==> config.mk <==
export PLATFORM = sky130hd
export DESIGN_NAME = csr_mmode_unit
export DESIGN_NICKNAME = d
export VERILOG_FILES = /design/src/rtl/csr_mmode_unit.sv
export SDC_FILE = /design/constraint.sdc
export NUM_CORES = 1
export LEC_CHECK = 0
export BUFFER_PORTS_ARGS = -buffer_cell sky130_fd_sc_hd__buf_2
export CELL_PAD_IN_SITES_DETAIL_PLACEMENT = 2
export CELL_PAD_IN_SITES_GLOBAL_PLACEMENT = 2
export CORE_UTILIZATION = 35
export DETAILED_ROUTE_END_ITERATION = 10
export GPL_ROUTABILITY_DRIVEN = 1
export PLACE_DENSITY = 0.86
export SYNTH_ARGS = -nofsm -noshare
export SYNTH_HDL_FRONTEND = slang
export SYNTH_SLANG_ARGS = --single-unit
==> constraint.sdc <==
create_clock -name clk -period 3.3 [get_ports clk]
set_input_delay 0.165 -clock clk [delete_from_list [all_inputs] [get_ports clk]]
set_output_delay 0.165 -clock clk [all_outputs]
set_load 0.01 [all_outputs]
==> src/rtl/csr_mmode_unit.sv <==
// Machine-mode CSR file: CSRRW/RS/RC execution, trap entry / MRET sequencing,
// mcycle/minstret/mtime counters and the registered interrupt request.
module csr_mmode_unit #(
  parameter int unsigned     XLEN      = 32,
  parameter int unsigned     CNT_W     = 64,
  parameter logic [XLEN-1:0] MTVEC_RST = '0,
  parameter bit              TIMER_EN  = 1'b1
) (
  input  logic            clk,
  input  logic            rst,
  input  logic            csr_en_i,
  input  logic [1:0]      csr_op_i,
  input  logic [11:0]     csr_addr_i,
  input  logic [XLEN-1:0] csr_wdata_i,
  output logic [XLEN-1:0] csr_rdata_o,
  output logic            illegal_o,
  input  logic            trap_valid_i,
  input  logic [XLEN-1:0] trap_cause_i,
  input  logic [XLEN-1:0] trap_pc_i,
  input  logic [XLEN-1:0] trap_val_i,
  input  logic            mret_i,
  input  logic            retire_i,
  input  logic            ext_irq_i,
  input  logic            sw_irq_i,
  output logic            irq_req_o,
  output logic [XLEN-1:0] irq_cause_o,
  output logic [XLEN-1:0] trap_target_o,
  output logic [XLEN-1:0] mepc_o
);
  localparam int unsigned     DW          = 2 * XLEN;
  localparam logic [XLEN-1:0] MSTATUS_FIX = XLEN'(32'h1800);
  localparam logic [XLEN-1:0] MSTATUS_WM  = XLEN'(32'h88);
  localparam logic [XLEN-1:0] MIE_WM      = XLEN'(32'h888);
  localparam logic [1:0]      MXL         = (XLEN == 64) ? 2'd2 : 2'd1;
  localparam logic [XLEN-1:0] MISA        = (XLEN'(MXL) << (XLEN - 2)) | XLEN'(32'h100);
  localparam logic [XLEN-1:0] IRQ_FLAG    = XLEN'(1) << (XLEN - 1);

  logic [XLEN-1:0]  mstatus_q, mie_q, mtvec_q, mscratch_q, mepc_q, mcause_q, mtval_q;
  logic [CNT_W-1:0] mcycle_q, minstret_q, mtime_q, mtimecmp_q;
  logic [XLEN-1:0]  mip, pend, rdata, wr_new, irq_cause_q;
  logic             mapped, ro, wr_intent, do_wr, mtip, irq_req_q;

  // Counters are viewed through a 2*XLEN window so hi/lo halves slice uniformly.
  function automatic logic [XLEN-1:0] lo_of(input logic [CNT_W-1:0] c);
    logic [DW-1:0] w;
    w = '0; w[CNT_W-1:0] = c;
    return w[XLEN-1:0];
  endfunction

  function automatic logic [XLEN-1:0] hi_of(input logic [CNT_W-1:0] c);
    logic [DW-1:0] w;
    w = '0; w[CNT_W-1:0] = c;
    return w[DW-1:XLEN];
  endfunction

  function automatic logic [CNT_W-1:0] cnt_next(input logic [CNT_W-1:0] c, input logic inc,
                                                input logic wr_lo, input logic wr_hi,
                                                input logic [XLEN-1:0] d);
    logic [DW-1:0] w;
    w = '0; w[CNT_W-1:0] = c;
    if (wr_lo)      w[XLEN-1:0] = d;
    else if (wr_hi) w[DW-1:XLEN] = d;
    else if (inc)   w[CNT_W-1:0] = c + CNT_W'(1);
    return w[CNT_W-1:0];
  endfunction

  assign mtip = TIMER_EN && (mtime_q >= mtimecmp_q);

  always_comb begin
    mip     = '0;
    mip[11] = ext_irq_i;
    mip[7]  = mtip;
    mip[3]  = sw_irq_i;
  end
  assign pend = mie_q & mip;

  always_comb begin
    rdata  = '0;
    mapped = 1'b1;
    ro     = 1'b0;
    case (csr_addr_i)
      12'h300: rdata = mstatus_q;
      12'h301: begin rdata = MISA; ro = 1'b1; end
      12'h304: rdata = mie_q;
      12'h305: rdata = {mtvec_q[XLEN-1:2], mtvec_q[1] ? 2'b00 : mtvec_q[1:0]};
      12'h340: rdata = mscratch_q;
      12'h341: rdata = mepc_q;
      12'h342: rdata = mcause_q;
      12'h343: rdata = mtval_q;
      12'h344: begin rdata = mip; ro = 1'b1; end
      12'hB00: rdata = lo_of(mcycle_q);
      12'hB02: rdata = lo_of(minstret_q);
      12'hB80: if (XLEN == 32) rdata = hi_of(mcycle_q);   else mapped = 1'b0;
      12'hB82: if (XLEN == 32) rdata = hi_of(minstret_q); else mapped = 1'b0;
      12'h7C0: if (TIMER_EN) rdata = lo_of(mtime_q);    else mapped = 1'b0;
      12'h7C2: if (TIMER_EN) rdata = lo_of(mtimecmp_q); else mapped = 1'b0;
      12'h7C1: if (TIMER_EN && XLEN == 32) rdata = hi_of(mtime_q);    else mapped = 1'b0;
      12'h7C3: if (TIMER_EN && XLEN == 32) rdata = hi_of(mtimecmp_q); else mapped = 1'b0;
      default: mapped = 1'b0;
    endcase
  end

  // RS/RC with a zero mask never writes, so it may touch read-only CSRs.
  assign wr_intent   = (csr_op_i == 2'b01) || (csr_op_i[1] && (|csr_wdata_i));
  assign illegal_o   = !mapped || (ro && wr_intent);
  assign csr_rdata_o = rdata;
  assign do_wr       = csr_en_i && wr_intent && !illegal_o && !trap_valid_i;

  always_comb begin
    case (csr_op_i)
      2'b10:   wr_new = rdata | csr_wdata_i;
      2'b11:   wr_new = rdata & ~csr_wdata_i;
      default: wr_new = csr_wdata_i;
    endcase
  end

  always_comb begin
    trap_target_o = {mtvec_q[XLEN-1:2], 2'b00};
    if (mtvec_q[1:0] == 2'b01 && trap_cause_i[XLEN-1])
      trap_target_o = trap_target_o + XLEN'({trap_cause_i[XLEN-2:0], 2'b00});
  end

  always_ff @(posedge clk or negedge rst) begin
    if (!rst) begin
      mstatus_q   <= MSTATUS_FIX;
      mie_q       <= '0;
      mtvec_q     <= MTVEC_RST;
      mscratch_q  <= '0;
      mepc_q      <= '0;
      mcause_q    <= '0;
      mtval_q     <= '0;
      mcycle_q    <= '0;
      minstret_q  <= '0;
      mtime_q     <= '0;
      mtimecmp_q  <= '1;
      irq_req_q   <= 1'b0;
      irq_cause_q <= '0;
    end else begin
      if (trap_valid_i) begin
        mepc_q       <= trap_pc_i & ~XLEN'(3);
        mcause_q     <= trap_cause_i;
        mtval_q      <= trap_val_i;
        mstatus_q[7] <= mstatus_q[3];
        mstatus_q[3] <= 1'b0;
      end else if (mret_i) begin
        mstatus_q[3] <= mstatus_q[7];
        mstatus_q[7] <= 1'b1;
      end else if (do_wr && csr_addr_i == 12'h300) begin
        mstatus_q <= (wr_new & MSTATUS_WM) | MSTATUS_FIX;
      end
      if (do_wr) begin
        case (csr_addr_i)
          12'h304: mie_q      <= wr_new & MIE_WM;
          12'h305: mtvec_q    <= wr_new;
          12'h340: mscratch_q <= wr_new;
          12'h341: mepc_q     <= wr_new & ~XLEN'(3);
          12'h342: mcause_q   <= wr_new;
          12'h343: mtval_q    <= wr_new;
          default: ;
        endcase
      end
      mcycle_q   <= cnt_next(mcycle_q, 1'b1, do_wr && csr_addr_i == 12'hB00,
                             do_wr && csr_addr_i == 12'hB80, wr_new);
      minstret_q <= cnt_next(minstret_q, retire_i, do_wr && csr_addr_i == 12'hB02,
                             do_wr && csr_addr_i == 12'hB82, wr_new);
      if (TIMER_EN) begin
        mtime_q    <= cnt_next(mtime_q, 1'b1, do_wr && csr_addr_i == 12'h7C0,
                               do_wr && csr_addr_i == 12'h7C1, wr_new);
        mtimecmp_q <= cnt_next(mtimecmp_q, 1'b0, do_wr && csr_addr_i == 12'h7C2,
                               do_wr && csr_addr_i == 12'h7C3, wr_new);
      end
      irq_req_q <= mstatus_q[3] && (|pend);
      if (!mstatus_q[3])  irq_cause_q <= '0;
      else if (pend[11])  irq_cause_q <= IRQ_FLAG | XLEN'(11);
      else if (pend[3])   irq_cause_q <= IRQ_FLAG | XLEN'(3);
      else if (pend[7])   irq_cause_q <= IRQ_FLAG | XLEN'(7);
      else                irq_cause_q <= '0;
    end
  end

  assign irq_req_o   = irq_req_q;
  assign irq_cause_o = irq_cause_q;
  assign mepc_o      = mepc_q;
endmodule

==> flow_summary_export.csv, run 1 <==
group,metric,value,unit
synth,syn_area_per_cell,8.25,µm²
die,die_w,285,µm
die,die_h,285,µm
synth,synthAdderAreaFrac,0.0435,
synth,synthArstFlopShare,1.00,
placed_design,portBuffers,248,
global_routing,antenna_found_initial,82,
global_routing,grt_max_degree,83,
synth,synth_cells,3404,
synth,synth_compound_area_frac,0.242,
cts,cts_num_sinks,424,
synth,synth_edf_count,0,
cts,htree_levels,2,
synth,synth_ff_type,"dfrtp_1",
synth,muxShareOfSynthArea,0.0506,
synth,ys_types,94,
global_routing,grt_usage,0.783,
die,pin_count,280,
synth,ys_seq_area_frac,0.381,
synth,synth_top_family_by_area,"compound AO/OA/AOI/OAI gates",
synth,synth_seq_cells,424,
cts,cts_buffers,54,
placed_design,gp_congestion,1.08,
synth,ys_warn_count,0,
synth,syn_area,28100,µm²
die,rows,103,
placed_design,dpl.hpwl,152,mm
cts,cts_root_buffer,"clkbuf_16",
placed_design,dp_cells,5077,
global_routing,overflow,221,
status,stop_stage,"global routing",
cts,cts_buffer_depth,3,
timing,endpoint_type,"primary output",
synth,synth-xor-area-share,0.0228,
status,stop_error,"[ERROR GRT-0232] Routing congestion too high. Check the congestion heatmap in the GUI.",
die,start_util,0.354,
timing,worstEndpointGrtRepair,"trap_target_o[30]",
synth,synth_simple_gate_area_share,0.201,
status,status,"aborted with a tool error",
-- timing repair --
item / 4_1_cts
setup buffers: 25
gates resized for setup: 160
pin swaps: 62
endpoints found under the hold margin: 141
cloned: 0
hold buffers: 82
setup endpoints to repair: 54
-- logic make-up after synthesis --
logic type / count (synthesis)
fa+ha+maj: 97
xor+xnor: 73
flops: 424
mux: 134
compound gates: 1124
buf+inv: 385
other cells: 1
simple gates: 1166
-- layer usage --
| metal | overflow | track usage |
|---|---|---|
| met5 | 0 | 0.461 |
| met4 | 109 | 0.764 |
| met3 | 8 | 0.683 |
| met2 | 101 | 0.917 |
| met1 | 3 | 0.770 |
-- cells in the mapped netlist, drive strengths merged (17+ instances only) --
cell    number  area share
mux2        43       0.017
a221oi      33       0.010
xnor2       45       0.014
ha          96       0.043
and4        17      0.0053
or3         19      0.0047
o21ai      383       0.068
a22o        23      0.0072
buf        116       0.023
dfrtp      360        0.32
nand4       67       0.016
a222oi      19      0.0068
nand2      413       0.055
o21a        20      0.0053
nand3      150       0.027
o22ai       32      0.0071
and3        61       0.014
clkbuf     143       0.019
a31oi       17      0.0038
nor2       256       0.035
dfstp       64       0.060
a21o        28      0.0075
xor2        28      0.0087
nor3        53       0.011
mux2i       89       0.032
nor4        21      0.0053
a21oi      348       0.062
and2        26      0.0058
a22oi      111       0.030
inv        126       0.017
-- per-stage QoR --
stage           util  hold WS [ps]  instance area [µm²]  TNS [ps]  setup WS [ps]
4_1_cts        0.490          2.75                38900     -6010           -584
3_5_place_dp   0.443           186                35100    -66620           -707
3_3_place_gp   0.443           196                35100    -35680           -474
2_1_floorplan      -          -131                28200         0            368
==> run 2: changes to the inputs <==
==> config.mk (replaced) <==
export PLATFORM = sky130hd
export DESIGN_NAME = csr_mmode_unit
export DESIGN_NICKNAME = d
export VERILOG_FILES = /design/src/rtl/csr_mmode_unit.sv
export SDC_FILE = /design/constraint.sdc
export NUM_CORES = 1
export LEC_CHECK = 0
export BUFFER_PORTS_ARGS = -buffer_cell sky130_fd_sc_hd__buf_2
export CORE_UTILIZATION = 20
export DETAILED_ROUTE_END_ITERATION = 10
export GPL_ROUTABILITY_DRIVEN = 1
export PLACE_DENSITY_LB_ADDON = 0.15
export SYNTH_ARGS = -nofsm -noshare
export SYNTH_HDL_FRONTEND = slang
export SYNTH_SLANG_ARGS = --single-unit
==> run 2 against run 1 <==
The flow now finishes, with violations (setup timing). Synthesized cell count unchanged. Area after synthesis unchanged.
==> flow_summary_export.csv, run 2 <==
group,metric,value,unit
critical_path,slowest_stage,"or4_1",
final_layout,final_common_cell,"buf_4",
critical_path,crit_chain,"ha_2, inv_2, fa_2, nor2b_2, o21ai_2, a21oi_2, o21a_1, o211ai_1, buf_4, a41oi_2, or4_1, a31oi_2, xor2_1, o21ai_1, buf_2",
die,die-area,142000,µm²
cts,cts_buffer_depth,3,
pwr,leakagePower,17.6,nW
global_routing,grt_max_degree,87,
synth,synthArstFlopShare,1.00,
global_routing,grt_usage,0.247,
synth,ys_seq_area_frac,0.381,
pwr,ir_drop,0.456,mV
timing,rsz0062_at_grt,"yes",
timing,hold_ws,66.2,ps
synth,syn_area,28100,µm²
synth,ys_warn_count,0,
timing,period_needed,3750,ps
critical_path,max_stage_delay,450,ps
critical_path,startpoint,"mtvec_q[2]",
die,die_w,377,µm
critical_path,crit_path_end_kind,"output pin",
hold_path,hold_path_class,"in2reg",
global_routing,first_global_vias,29899,
cts,cts_tree,"yes",
cts,cts_root_buffer,"clkbuf_16",
routing,vias,31432,
synth,synth_area_leaders,"dfrtp_1, o21ai_0, a21oi_1",
synth,ys_types,94,
synth,synth_ff_type,"dfrtp_1",
routing,avgRoutedWirePerCell,29.3,µm
synth,yosysMostFrequentCell,"nand2_1",
timing,finClkSkew,24.8,ps
pwr,powerDensity,352,nW/µm²
status,status,"complete, but fails checks",
timing,worst_slack,-448,ps
synth,synth_seq_cells,424,
critical_path,worstPathArrival,3580,ps
critical_path,critical_path.top_delay_family,"compound AO/OA/AOI/OAI gates",
die,rows,137,
synth,synth_edf_count,0,
placed_design,dp_cells,5908,
final_layout,final_nets,4463,
critical_path,r2r_start,"mtimecmp_q[37]",
cts,clk_latency,690,ps
synth,synth_top_area_cell,"dfrtp_1",
final_layout,multiInputGateArea,16600,µm²
final_layout,seqCellArea,10700,µm²
critical_path,path_buf_inv,3,
placed_design,gp_congestion,0.979,
timing,setup_violations,19,
final_layout,fin_cells,6150,
synth,synth_cells,3404,
critical_path,cp_max_fo,3,
timing,finalMaxSlewViolations,0,
cts,cts_num_sinks,424,
timing,max_slew_margin,0.398,
synth,syn_area_per_cell,8.25,µm²
status,violations,"setup timing",
routing,drt_iter0_markers,3501,
die,die_h,377,µm
global_routing,antenna_found_initial,20,
routing,first_pass_iters,9,
cts,cts.reportedPaths.clkPinSlew,60,ps
routing,viasPerCell,5.11,
timing,worstMarginPinSlew,903,ps
die,pin_count,280,
timing,min_period_over_period,1.14,
run,drv_cap,0,
timing,hold_violations,0,
timing,fmax,267,MHz
die,start_util,0.202,
global_routing,overflow,0,
final_layout,synthToLayoutAreaGrowth,43.2,%
placed_design,dp_slack,-501,ps
die,core_area,139000,µm²
routing,routed_wl,180,mm
final_layout,drive_gt1_frac,0.295,
global_routing,grt_pass1_wl,246,mm
synth,synth_top_area_frac,0.321,
cts,htree_levels,2,
final_layout,final_cell_mix,"buf_4, nand2_1, dfrtp_1, o21ai_0, a21oi_1",
critical_path,critical_path.startpoint_type,"flop",
placed_design,dpl.hpwl,144,mm
cts,cts_buffers,57,
critical_path,cp_data_required_time,3130,ps
synth,synth_common_cells,"nand2_1, o21ai_0, dfrtp_1",
routing,ant_nets,0,
critical_path,crit_type,"reg2out",
final_layout,n_fill_cell,15072,
hold_path,hp-start,"csr_wdata_i[15]",
routing,route.detailed.drc,0,
placed_design,portBuffers,248,
## run 2: cell counts after synthesis
Identical to the previous run, type by type.
## run 2: final timing paths
path	slack [ps]	endpoint	cells past startpoint
worst max-delay path	-450	trap_target_o[30]	15
worst min-delay path	70	mcause_q[15]	5
worst max register to register	40	mtime_q[39]	11
worst min register to register	480	mtimecmp_q[21]	2
max in group asynchronous	2120	mtimecmp_q[23]	3
min in group asynchronous	140	mcause_q[10]	2
## run 2: worst min-delay path: cells and delay by family
kind,cells,cell delay [ps]
buf+inv,2,300
compound gates,2,160
simple gates,1,90
## run 2: cells by family after synthesis
group	after synthesis	synth area share
xor+xnor	73	0.0228
mux	134	0.0505
simple gates	1166	0.201
buf+inv	385	0.0593
fa+ha+maj	97	0.0435
compound gates	1124	0.242
other cells	1	0.000133
flops	424	0.381
## run 2: timing repair
item | 4_1_cts | 5_1_grt
endpoints found under the setup margin | 38 | 62
endpoints found under the hold margin | 156 | 0
resized for setup | 70 | 64
pin swaps | 31 | 40
hold buffers | 99 | 0
cloned | 0 | 1
buffers inserted | 16 | 9
## run 2: cell type report
type	count	share of cell area
multi-input combinational	2624	0.413
sequential	424	0.266
timing repair buffer	983	0.202
tap	1876	0.0584
clock buffer	88	0.0411
inverter	126	0.0118
clock inverter	19	0.00750
antenna	10	0.000622
## run 2: metal layers
metal  share of wire  global-route usage  vias up  wire length (µm)
met5         0.00048                   0        -                86
met4           0.033              0.0723       14              5890
met3           0.074              0.0401      224             13400
met2            0.44               0.388     1405             80300
met1            0.45               0.345    15773             80800
li1                -                   -    14016                 -
## run 2: through the flow
step | utilization | cell area, µm² | power, W | setup TNS [ps]
after detailed placement | 0.261 | 36400 | 0.00738 | -105330
after floorplan | - | 28200 | 0.00619 | 0
after global placement | 0.261 | 36400 | 0.00739 | -98960
after CTS | 0.286 | 39800 | 0.0143 | -5350
final | 0.289 | 40200 | 0.0142 | -4300
after global routing | 0.288 | 40200 | 0.0146 | -6950
## run 2: power by group
group | switching, W | internal [W]
sequential | 0.000251 | 0.00538
combinational | 0.00112 | 0.000701
clock | 0.00279 | 0.00392
Note: power is estimated with default switching activity, not from simulation.
